### src/rtl/multiplier_iter_if.sv
// Start/working/done handshake bundle between the execute stage and the iterative multiplier.
// Operand and result vectors keep bit 0 as the most significant bit.
interface multiplier_iter_if #(
  parameter int WIDTH = 32
);
  logic                 mul;
  logic                 is_signed;
  logic [0:WIDTH-1]     a;
  logic [0:WIDTH-1]     b;
  logic                 working;
  logic                 done;
  logic [0:2*WIDTH-1]   result;

  modport master (
    output mul, is_signed, a, b,
    input  working, done, result
  );

  modport slave (
    input  mul, is_signed, a, b,
    output working, done, result
  );
endinterface

### src/rtl/multiplier_iter.sv
// Multi-cycle shift-add multiplier: retires DIGIT multiplier bits per RUN cycle on magnitudes,
// then applies the sign in a final FIX cycle. Latency is WIDTH/DIGIT + 2 cycles.
module multiplier_iter #(
  parameter int WIDTH = 32,
  parameter int DIGIT = 4
) (
  input  logic               clk,
  input  logic               reset,
  multiplier_iter_if.slave   bus_io
);

  localparam int N  = WIDTH / DIGIT;
  localparam int PW = 2 * WIDTH;
  localparam int CW = (N > 1) ? $clog2(N) : 1;
  localparam logic [CW-1:0] LAST = CW'(N - 1);

  typedef enum logic [1:0] {
    IDLE,
    RUN,
    FIX
  } state_e;

  state_e           state_q, state_d;
  logic [WIDTH-1:0] magA_q, magA_d;
  logic [WIDTH-1:0] magB_q, magB_d;
  logic             neg_q, neg_d;
  logic [PW-1:0]    acc_q, acc_d;
  logic [CW-1:0]    count_q, count_d;
  logic [PW-1:0]    result_q, result_d;
  logic             done_q, done_d;

  logic [WIDTH-1:0] opA, opB;
  logic [PW-1:0]    partial;

  assign opA = bus_io.a;
  assign opB = bus_io.b;

  // Magnitudes are unsigned, so even the most negative operand fits without overflow.
  assign partial = {{WIDTH{1'b0}}, magA_q} * PW'(magB_q[DIGIT-1:0]);

  always_ff @(posedge clk) begin
    if (!reset) begin
      state_q  <= IDLE;
      magA_q   <= '0;
      magB_q   <= '0;
      neg_q    <= 1'b0;
      acc_q    <= '0;
      count_q  <= '0;
      result_q <= '0;
      done_q   <= 1'b0;
    end else begin
      state_q  <= state_d;
      magA_q   <= magA_d;
      magB_q   <= magB_d;
      neg_q    <= neg_d;
      acc_q    <= acc_d;
      count_q  <= count_d;
      result_q <= result_d;
      done_q   <= done_d;
    end
  end

  always_comb begin
    state_d  = state_q;
    magA_d   = magA_q;
    magB_d   = magB_q;
    neg_d    = neg_q;
    acc_d    = acc_q;
    count_d  = count_q;
    result_d = result_q;
    done_d   = 1'b0;

    case (state_q)
      IDLE: begin
        if (bus_io.mul) begin
          magA_d  = (bus_io.is_signed && opA[WIDTH-1]) ? -opA : opA;
          magB_d  = (bus_io.is_signed && opB[WIDTH-1]) ? -opB : opB;
          neg_d   = bus_io.is_signed & (opA[WIDTH-1] ^ opB[WIDTH-1]);
          acc_d   = '0;
          count_d = '0;
          state_d = RUN;
        end
      end
      RUN: begin
        acc_d   = acc_q + (partial << (count_q * DIGIT));
        magB_d  = magB_q >> DIGIT;
        count_d = count_q + 1'b1;
        if (count_q == LAST) begin
          state_d = FIX;
        end
      end
      FIX: begin
        result_d = neg_q ? -acc_q : acc_q;
        done_d   = 1'b1;
        state_d  = IDLE;
      end
      default: begin
        state_d = IDLE;
      end
    endcase
  end

  assign bus_io.working = (state_q != IDLE);
  assign bus_io.done    = done_q;
  assign bus_io.result  = result_q;

endmodule

### src/flat_wrapper.sv
// flat-port wrapper written by rule: the top's interface ports become plain ports
module multiplier_iter_flat 
#(
  parameter int WIDTH = 32,
  parameter int DIGIT = 4
)
  (clk, reset, bus_io_mul, bus_io_is_signed, bus_io_a, bus_io_b, bus_io_working, bus_io_done, bus_io_result);
  multiplier_iter_if #(.WIDTH(WIDTH)) bus_io_i ();
  input  logic clk;
  input  logic reset;
  input wire logic [$bits(bus_io_i.mul)-1:0] bus_io_mul;
  input wire logic [$bits(bus_io_i.is_signed)-1:0] bus_io_is_signed;
  input wire logic [$bits(bus_io_i.a)-1:0] bus_io_a;
  input wire logic [$bits(bus_io_i.b)-1:0] bus_io_b;
  output wire logic [$bits(bus_io_i.working)-1:0] bus_io_working;
  output wire logic [$bits(bus_io_i.done)-1:0] bus_io_done;
  output wire logic [$bits(bus_io_i.result)-1:0] bus_io_result;
  assign bus_io_i.mul = bus_io_mul;
  assign bus_io_i.is_signed = bus_io_is_signed;
  assign bus_io_i.a = bus_io_a;
  assign bus_io_i.b = bus_io_b;
  assign bus_io_working = bus_io_i.working;
  assign bus_io_done = bus_io_i.done;
  assign bus_io_result = bus_io_i.result;
  multiplier_iter #(.WIDTH(WIDTH), .DIGIT(DIGIT)) u_core (.clk(clk), .reset(reset), .bus_io(bus_io_i));
endmodule
### config.mk
export PLATFORM = sky130hd
export DESIGN_NAME = multiplier_iter_flat
export DESIGN_NICKNAME = d
export VERILOG_FILES = /design/src/rtl/multiplier_iter_if.sv /design/src/rtl/multiplier_iter.sv /design/src/flat_wrapper.sv
export SDC_FILE = /design/constraint.sdc
export NUM_CORES = 1
export LEC_CHECK = 0
export ABC_CLOCK_PERIOD_IN_PS = 20600
export BUFFER_PORTS_ARGS = -buffer_cell sky130_fd_sc_hd__buf_2
export CORE_ASPECT_RATIO = 0.9
export CORE_MARGIN = 1.5
export CORE_UTILIZATION = 44
export CTS_BUF_LIST = sky130_fd_sc_hd__clkbuf_8
export CTS_CLUSTER_DIAMETER = 50
export CTS_CLUSTER_SIZE = 8
export DETAILED_ROUTE_END_ITERATION = 10
export HOLD_SLACK_MARGIN = 0.15
export PLACE_DENSITY = 0.59
export REMOVE_ABC_BUFFERS = 1
export SLEW_MARGIN = 20
export SYNTH_ARGS = -nofsm -noshare
export SYNTH_HDL_FRONTEND = slang
export SYNTH_SLANG_ARGS = --single-unit
### constraint.sdc
create_clock -name clk -period 20.6 [get_ports clk]
set_input_delay 4.12 -clock clk [delete_from_list [all_inputs] [get_ports clk]]
set_output_delay 4.12 -clock clk [all_outputs]
set_load 0.02 [all_outputs]
==> flow_summary_export.csv <==
group,metric,value,unit
global_routing,gr-usage-all-layers,0.237,
global_routing,grt_max_degree,103,
floorplan,fp.coreArea,42800,um^2
global_routing,antenna_found_initial,0,
sta,clock.fmax,120,MHz
clock_network,cts_root_buf,"clkbuf_8",
place,io_buffers,133,
status,status,"complete, no violations",
place,dp_slack,12.22,ns
sta,setup-tns-final,0,ns
setup_path,slowest_stage,"dfxtp_1",
power,leakagePower,9.84,nW
final_layout,layout_common_cells,"nand2_1 (274), o21ai_0 (210), dfxtp_1 (198)",
final_layout,drive_gt1_frac,0.0884,
place,place_congestion,0.931,
place,dpl.cell_count,3013,
setup_path,max_stage_delay,1.01,ns
yosys,synth_edf_count,0,
flow_run,max_cap_violations,0,
power,power.density,46.2,nW/um^2
floorplan,die_area,44400,um^2
floorplan,ios,134,
sta,fin_crit,8.36,ns
sta,setup_slack,12.24,ns
sta,grt_setup_unrepaired,"no",
floorplan,fp.dieW,222,um
setup_path,path_class,"flip-flop to flip-flop",
final_layout,insertedDiodeCount,0,
power,ir_drop,0.0000412,V
clock_network,path_clk_slew,0.11,ns
yosys,syn_area,19000,um^2
detailed_routing,first_pass_iters,7,
setup_path,arrival,8.78,ns
setup_path,endpoint_kind,"flip-flop",
clock_network,numCtsBuffers,17,
min_path,min_path_cells,2,
setup_path,critPathLaunchType,"flip-flop",
final_layout,fill_cells,4357,
detailed_routing,drt-total-wl,52400,um
clock_network,post-cts-setup-buffers,0,
sta,finalClockSkew,0.0232,ns
detailed_routing,drc,0,
floorplan,rows,72,
sta,hold_viol,0,
sta,finalSetupViolCount,0,
yosys,yosys_warnings,0,
final_layout,final_cells,3045,
yosys,synth_ff_type,"dfxtp_1",
yosys,synth-seq-cells,199,
global_routing,grt-ovfl-total,0,
sta,relSlewSlack,0.281,
yosys,synthCells,2456,
clock_network,tritoncts,"built",
final_layout,utilization,0.474,
floorplan,die_y,200,um
clock_network,cts_htree_levels,4,
yosys,seq_area_frac_synth,0.210,
min_path,hold_path.class,"flip-flop to flip-flop",
global_routing,grt_pass1_wl,86500,um
setup_path,rr_worst_depth,27,
clock_network,cts_repair_resize_count,0,
final_layout,finalInstanceArea,20300,um^2
floorplan,initial_core_util,0.444,
global_routing,grt_pass1_vias,16600,
detailed_routing,first_iter_violations,1180,
final_layout,layout_commonest_cell,"nand2_1",
clock_network,cts_max_path_buffers,2,
final_layout,area_growth,6.82,%
yosys,ys_async_sr_fraction,0,
setup_path,cp.required,21.02,ns
place,place_area,19900,um^2
setup_path,cp_max_fo,33,
clock_network,clock-sinks,199,
place,dpl.hpwl,40700,um
clock_network,clock_latency,0.56,ns
final_layout,nNetsFinal,2724,
detailed_routing,vias_per_cell,5.69,
detailed_routing,num_vias,17300,
sta,drv_slew,0,
sta,max_slew.worst_pin.slew,1.08,ns
detailed_routing,post_drt_wl_per_cell,17.2,um
yosys,avgSynthCellArea,7.74,um^2
detailed_routing,antenna_left,0,
sta,finalCritPeriodShare,0.406,
yosys,synth_cell_types,76,
clock_network,hold_buffers,0,
cell usage after synthesis (all sizes together), types with 4 or more instances:
| library cell | count | area (um^2) |
|---|---|---|
| a21boi | 15 | 113 |
| ha | 118 | 1480 |
| a22oi | 42 | 315 |
| and2 | 161 | 1010 |
| nand2 | 275 | 1030 |
| fa | 61 | 1220 |
| a41oi | 5 | 43.8 |
| clkbuf | 131 | 492 |
| nor2 | 118 | 445 |
| mux2i | 31 | 310 |
| nor3 | 26 | 130 |
| o21a | 18 | 135 |
| o21ai | 214 | 1070 |
| nand4 | 34 | 213 |
| mux2 | 5 | 56.3 |
| a2111oi | 5 | 43.8 |
| or3 | 33 | 216 |
| o211ai | 7 | 52.6 |
| inv | 145 | 544 |
| nor4 | 14 | 87.6 |
| and3 | 11 | 68.8 |
| a31oi | 13 | 81.3 |
| nand2b | 13 | 88.8 |
| a211o | 5 | 43.8 |
| o21bai | 20 | 150 |
| nand3 | 61 | 305 |
| o211a | 79 | 791 |
| a221o | 5 | 50.1 |
| o31ai | 36 | 290 |
| or4 | 20 | 169 |
| a21o | 56 | 420 |
| o41ai | 16 | 159 |
| nor2b | 25 | 156 |
| a21oi | 144 | 721 |
| buf | 16 | 72.6 |
| o22ai | 10 | 62.6 |
| or2 | 7 | 43.8 |
| mux4 | 4 | 90.1 |
| xnor2 | 70 | 613 |
| xor2 | 132 | 1160 |
| a211oi | 22 | 165 |
| dfxtp | 199 | 3980 |
cell type report:
| class | count | area (um^2) | area share |
|---|---|---|---|
| well taps | 555 | 694 | 0.0342 |
| repair buffers | 149 | 788 | 0.0388 |
| clock buffers | 17 | 234 | 0.0115 |
| clock inverters | 15 | 120 | 0.00592 |
| inverters | 146 | 548 | 0.0270 |
| flip-flops and latches | 199 | 3990 | 0.196 |
| multi-input cells | 1964 | 13900 | 0.686 |
path summary, 6_finish.rpt:
| kind | to | slack, ns | start |
|---|---|---|---|
| setup / recovery | u_core.acc_q[59]$_SDFFE_PN0P_ | 12.24 | u_core.magB_q[2]$_SDFFE_PN0P_ |
| setup reg to reg | u_core.acc_q[59]$_SDFFE_PN0P_ | 12.24 | u_core.magB_q[2]$_SDFFE_PN0P_ |
| hold / removal | u_core.magB_q[2]$_SDFFE_PN0P_ | 0.48 | u_core.magB_q[6]$_SDFFE_PN0P_ |
| hold reg to reg | u_core.magB_q[2]$_SDFFE_PN0P_ | 0.48 | u_core.magB_q[6]$_SDFFE_PN0P_ |
worst max-delay path, delay by kind of cell (launching register included):
kind | cells | cell delay [ns]
AOI/OAI and AO/OA | 14 | 4.16
buffers and inverters | 2 | 0.16
DFF | 1 | 1.01
muxes | 2 | 0.34
adders and majority gates | 4 | 1.34
and+or+nand+nor | 4 | 1.03
xor gates and xnor gates | 1 | 0.15
layer usage:
metal	wire length, um	global-route usage	up-vias
met3	1880	0.0329	55
met4	893	0.0665	0
li1	-	-	8726
met2	23100	0.370	352
met1	26500	0.341	8193
met5	0	0	-
sequential cells by signal (all words and copies together) (netlist names):
signal / flops
u_core.bus_io.result: 64
u_core.neg_q: 1
u_core.count_q: 3
u_core.state_q: 2
u_core.magB_q: 32
u_core.acc_q: 64
u_core.bus_io.done: 1
u_core.magA_q: 32
report_power, final:
part           switching, W  internal [W]  total [W]  leakage (nW)
sequential        0.0000196      0.000398   0.000418          1.62
clock              0.000157     0.0000857   0.000243         0.178
combinational      0.000176      0.000101   0.000278          8.05
total              0.000353      0.000586   0.000938          9.84
per-stage QoR:
stage          hold WS, ns  total power, W
2_1_floorplan        0.441        0.000610
3_3_place_gp         0.471        0.000700
3_5_place_dp         0.472        0.000703
4_1_cts              0.493        0.000955
5_1_grt              0.517        0.000998
6_report             0.481        0.000938
cell families after synthesis:
kind of cell | share of synthesized area
buf+inv | 0.0585
fa+ha+maj | 0.142
simple gates | 0.213
compound gates | 0.260
flops | 0.210
xor+xnor | 0.0931
mux | 0.0240
(Power assumes the default switching activity.)
